<file path="src/rtl/hex_ascii_streamer.sv">
// Purpose : converts one WIDTH-bit word into a stream of ASCII hex characters, MS digit first,
//           with an optional "0x" prefix and selectable letter case.
// Latency : first character is registered and valid 1 cycle after the input accept edge.
// Backpr. : in_ready only in IDLE; out_char/out_last/out_valid hold stable while out_ready=0.
//
// Ports   : clk, rst_n (sync, active-low); in_valid/in_ready/in_data word input;
//           out_valid/out_ready/out_char/out_last character output (out_last marks final digit).
// Option  : define HEX_ASCII_ZERO_SUPPRESS_EN to start at the most significant nonzero nibble
//           (a zero word yields a single '0'); otherwise all NDIG digits are emitted.
module hex_ascii_streamer #(
    parameter int WIDTH  = 32,
    parameter bit UPPER  = 1'b0,
    parameter bit PREFIX = 1'b0
) (
    input  logic             clk,
    input  logic             rst_n,
    input  logic             in_valid,
    output logic             in_ready,
    input  logic [WIDTH-1:0] in_data,
    output logic             out_valid,
    input  logic             out_ready,
    output logic [7:0]       out_char,
    output logic             out_last
);

    localparam int NDIG  = (WIDTH + 3) / 4;
    localparam int NBITS = 4 * NDIG;
    localparam int IDXW  = (NDIG > 1) ? $clog2(NDIG) : 1;

    typedef enum logic [1:0] {
        IDLE  = 2'd0,
        PFX0  = 2'd1,
        PFX1  = 2'd2,
        DIGIT = 2'd3
    } state_t;

    state_t            state_q, state_d;
    logic [NBITS-1:0]  word_q, word_d;
    logic [IDXW-1:0]   idx_q, idx_d;
    logic [7:0]        out_char_q, out_char_d;
    logic              out_valid_q, out_valid_d;
    logic              out_last_q, out_last_d;

    logic [NBITS-1:0]  word_ext;
    logic [IDXW-1:0]   first_idx;
    logic [3:0]        nib;
    logic              xfer;

    assign xfer      = out_valid_q && out_ready;
    assign in_ready  = (state_q == IDLE);
    assign out_valid = out_valid_q;
    assign out_char  = out_char_q;
    assign out_last  = out_last_q;

    // Zero-extend the input to a whole number of nibbles.
    always_comb begin
        word_ext              = '0;
        word_ext[WIDTH-1:0]   = in_data;
    end

    // Index of the first digit to emit for the word being accepted.
`ifdef HEX_ASCII_ZERO_SUPPRESS_EN
    always_comb begin
        first_idx = '0;
        // Ascending scan: the highest nonzero nibble is the last one to win.
        for (int i = 0; i < NDIG; i++) begin
            if (word_ext[i*4 +: 4] != 4'h0) begin
                first_idx = IDXW'(i);
            end
        end
    end
`else
    always_comb begin
        first_idx = IDXW'(NDIG - 1);
    end
`endif

    // State register
    always_ff @(posedge clk) begin
        if (!rst_n) begin
            state_q     <= IDLE;
            word_q      <= '0;
            idx_q       <= '0;
            out_char_q  <= 8'h00;
            out_valid_q <= 1'b0;
            out_last_q  <= 1'b0;
        end else begin
            state_q     <= state_d;
            word_q      <= word_d;
            idx_q       <= idx_d;
            out_char_q  <= out_char_d;
            out_valid_q <= out_valid_d;
            out_last_q  <= out_last_d;
        end
    end

    // Next-state logic
    always_comb begin
        state_d = state_q;
        word_d  = word_q;
        idx_d   = idx_q;
        case (state_q)
            IDLE: begin
                if (in_valid) begin
                    word_d  = word_ext;
                    idx_d   = first_idx;
                    state_d = PREFIX ? PFX0 : DIGIT;
                end
            end
            PFX0: begin
                if (xfer) begin
                    state_d = PFX1;
                end
            end
            PFX1: begin
                if (xfer) begin
                    state_d = DIGIT;
                end
            end
            DIGIT: begin
                if (xfer) begin
                    if (idx_q == '0) begin
                        state_d = IDLE;
                    end else begin
                        idx_d = idx_q - IDXW'(1);
                    end
                end
            end
            default: state_d = IDLE;
        endcase
    end

    // Output logic: computed from the next state so the registered outputs
    // present the character of the state being entered.
    always_comb begin
        nib = 4'h0;
        for (int i = 0; i < NDIG; i++) begin
            if (idx_d == IDXW'(i)) begin
                nib = word_d[i*4 +: 4];
            end
        end

        out_char_d  = 8'h00;
        out_valid_d = (state_d != IDLE);
        out_last_d  = (state_d == DIGIT) && (idx_d == '0);
        case (state_d)
            PFX0:  out_char_d = 8'd48;
            PFX1:  out_char_d = 8'd120;
            DIGIT: begin
                if (nib < 4'd10) begin
                    out_char_d = 8'd48 + {4'h0, nib};
                end else begin
                    // 'A'-10 = 55, 'a'-10 = 87
                    out_char_d = (UPPER ? 8'd55 : 8'd87) + {4'h0, nib};
                end
            end
            default: out_char_d = 8'h00;
        endcase
    end

endmodule
</file>
<file path="config.mk">
export PLATFORM = sky130hd
export DESIGN_NAME = hex_ascii_streamer
export DESIGN_NICKNAME = d
export VERILOG_FILES = /design/src/rtl/hex_ascii_streamer.sv
export SDC_FILE = /design/constraint.sdc
export NUM_CORES = 1
export LEC_CHECK = 0
export CAP_MARGIN = 20
export CELL_PAD_IN_SITES_DETAIL_PLACEMENT = 0
export CELL_PAD_IN_SITES_GLOBAL_PLACEMENT = 1
export CORE_MARGIN = 3
export CORE_UTILIZATION = 35
export DETAILED_ROUTE_END_ITERATION = 6
export GPL_TIMING_DRIVEN = 0
export PLACE_DENSITY_LB_ADDON = 0.2
export SETUP_SLACK_MARGIN = 0.4
export SLEW_MARGIN = 10
export SYNTH_ARGS = -nofsm -noshare
export SYNTH_HDL_FRONTEND = slang
export SYNTH_SLANG_ARGS = --single-unit
</file>
<file path="constraint.sdc">
create_clock -name clk -period 2.7 [get_ports clk]
set_input_delay 0.27 -clock clk [delete_from_list [all_inputs] [get_ports clk]]
set_output_delay 0.27 -clock clk [all_outputs]
set_load 0.01 [all_outputs]
</file>
==> impl_metrics.yaml <==
floorplan:
  core_area_um2: 6568
  num_rows: 29
  fp.dieH_um: 89.69
  die_w_um: 89.69
  io_pins: 47
  dieArea_um2: 8043
  start_util: 0.3732
clocking:
  holdBufCountCts: 0
  clk_latency_ns: 0.30
  cts_num_sinks: 46
  htree_num_levels: 2
  cts_tree: "yes"
  root_buffer: "clkbuf_8"
  cts_buffers: 5
  max-clock-path-buffers: 2
  cts.clk_slew.worst_paths_ns: 0.09
power_and_ir_drop:
  p_int_w: 0.002993
  combinationalPowerShare: 0.679
  ir_drop_v: 0.0005872
  clkPwrFrac: 0.130
  cellLeakagePower_nw: 1.558
  cellPowerDensity_nw_per_um2: 1241
  p_switching_w: 0.001876
  p_seq_frac: 0.191
  p_sw_frac: 0.3853
detailed_routing:
  avgRoutedWirePerCell_um: 14.60
  vias: 2226
  drtIter0Drc: 104
  drt-pass1-iter-count: 4
  wl_um: 6657
  drtAntennaViolNets: 0
  routed_via_density: 4.882
  route.detailed.drc: 0
critical_path:
  worst_r2r_startpoint: "state_q[1]"
  crit_buf_inv: 3
  crit_path_start: "state_q[1]"
  path_class: "reg -> reg"
  cp_cell_sequence: "inv_2, ha_4, nor2b_4, o21ba_4, nor3_4, buf_6, mux2i_2, nor3_2, and4b_1, buf_6, a21boi_4, mux2_4"
  r2r.worst_path.cells: 12
  max_stage_delay_ns: 0.34
  cp-endpoint: "out_char[0]"
  crit_arrival_ns: 2.81
  path_common_cell: "buf_6"
  reg2reg_slack_ns: 0.09
  cp_slowest_cell: "dfxtp_2"
  critPathLaunchType: "register"
  cp.depth: 12
  endpoint_kind: "register"
  critPathMaxFanout: 7
  path_delay_family: "simple AND/OR/NAND/NOR gates"
  rr_endpoint: "out_char[0]"
  cp_data_required_time_ns: 2.90
synthesis:
  yosysMostFrequentCell: "dfxtp_1"
  ys.flop_type: "dfxtp_1"
  async_flop_share: 0
  synth_nets: 313
  yosys_warnings: 0
  synth_edf_count: 0
  netlist_instances: 270
  synth_top_cell_by_area: "dfxtp_1"
  synth_top_area_share: 0.3757
  ys_ff_latch: 46
  synthesis.area_um2: 2451
  ys_seq_area_frac: 0.3757
  yosys-top-cells-area: "dfxtp_1 38%, mux2i_1 15%, nor2b_1 6.4%"
  synth_cell_types: 47
  synth_area_per_cell_um2: 9.078
  synthTopCellsByCount: "46 x dfxtp_1, 37 x nand2_1, 36 x mux2i_1, 25 x nor2b_1, 12 x nor2_1"
sta:
  skew_ns: 0.006903
  setup_viol: 0
  finalCritPeriodShare: 0.9663
  rsz0062_at_grt: "yes"
  timing.final.max_slew_violations: 0
  tns_ns: 0
  fmax_mhz: 383.3
  fin_crit_ns: 2.609
  hold_viol_final: 0
global_routing:
  grt-ovfl-total: 0
  grt_pass1_vias: 2250
  antenna_found_initial: 0
  grt_max_degree: 15
  grt_pass1_wl_um: 10840
  grtUsageTotal: 0.1777
finish:
  drive_gt1_frac: 0.3361
  nets: 405
  diodes: 0
  final_util: 0.5971
  area_growth_pct: 59.98
place:
  portBuffers: 45
  post-dp-hpwl_um: 4425
  gp_congestion: 0.7656
outcome:
  status: "complete, no violations"
hold_path:
  hold_path.class: "reg -> reg"
job:
  max_cap_violations: 0
-- repair_timing --
item,4_1_cts,5_1_grt
setup buffers,35,4
cloned,1,0
gates resized for setup,72,12
pin swaps,22,6
endpoints found under the setup margin,6,7
-- placed cells by master (no fill, tap or decap), drive strengths merged, types with 2 or more instances in the layout --
master,count
a21boi,9
inv,10
nor2b,25
nand4,6
nor3,3
a22oi,4
nor2,12
nand2,37
a21o,2
buf,49
o31ai,3
a21oi,5
a2111oi,2
a22o,2
dfxtp,46
mux2i,36
ha,7
a211o,4
o211ai,3
clkbuf,11
o22ai,2
nand3,5
bufinv,2
mux2,2
a211oi,3
clkdlybuf4s50,45
o21ai,5
a31oi,2
and2,10
-- logic make-up (layout without fill, tap and decap cells) --
| logic type | after synthesis | count (layout) | share of synthesized area |
|---|---|---|---|
| other cells | 1 | 1 | 0.001530 |
| compound gates | 51 | 51 | 0.1567 |
| buf+inv | 24 | 117 | 0.05054 |
| fa+ha+maj | 7 | 7 | 0.03573 |
| simple gates | 103 | 103 | 0.2221 |
| flops | 46 | 46 | 0.3757 |
| mux | 38 | 38 | 0.1577 |
-- state kept, by name, indices dropped and copies added, names as in the netlist --
| register | count |
|---|---|
| word_q | 32 |
| out_char | 7 |
| idx_q | 3 |
| state_q | 2 |
| out_last | 1 |
| out_valid | 1 |
-- worst min-delay path by stage --
stage                 from          to  depth (start not counted)
2_1_floorplan  in_data[10]  word_q[10]                          2
3_3_place_gp    word_q[10]  word_q[10]                          2
3_5_place_dp    word_q[10]  word_q[10]                          2
4_1_cts         word_q[10]  word_q[10]                          2
5_1_grt         word_q[27]  word_q[27]                          2
6_report        word_q[26]  word_q[26]                          2
-- area by class of cell --
class	count	area, um^2
clock inverter	2	60.06
multi-input combinational	200	1738
tap	93	116.4
inverter	10	40.04
fill	567	2646
buffer	14	155.1
clock buffer	6	82.58
timing repair buffer	85	797.0
sequential	46	932.1
-- worst register-to-register path, delay by kind of cell, from the launching register on --
kind	cells	cell delay, ns
compound gates	2	0.40
fa+ha+maj	1	0.33
buf+inv	3	0.31
flops	1	0.34
mux	2	0.55
simple gates	4	0.58
-- power groups by stage --
stage	clock network [W]	registers [W]	logic (W)
finish	0.000635	0.000928	0.00330
global route	0.000671	0.000947	0.00355
CTS	0.000646	0.000927	0.00311
detailed placement	0	0.000931	0.00215
global placement	0	0.000929	0.00213
floorplan	0	0.000941	0.00161
-- metrics by stage --
step | hold WS [ns] | area [um^2] | cells | total power, W | setup WS, ns
after floorplan | 0.4149 | 2519 | 270 | 0.002550 | 0.1011
after global placement | 0.4472 | 3085 | 408 | 0.003063 | -0.3975
after detailed placement | 0.4576 | 3085 | 408 | 0.003083 | -0.4142
after CTS | 0.4700 | 3845 | 452 | 0.004685 | 0.1179
after global routing | 0.5001 | 3921 | 456 | 0.005172 | 0.006464
final | 0.4723 | 3921 | 456 | 0.004868 | 0.09107
-- metal layers --
metal	share of wire	vias to the layer above	GRT usage
li1	-	1125	-
met1	0.47	1042	0.2296
met2	0.48	51	0.3025
met3	0.041	8	0.03193
met4	0.012	0	0.05142
met5	0	-	0
Note: power is estimated with default switching activity, not from simulation.
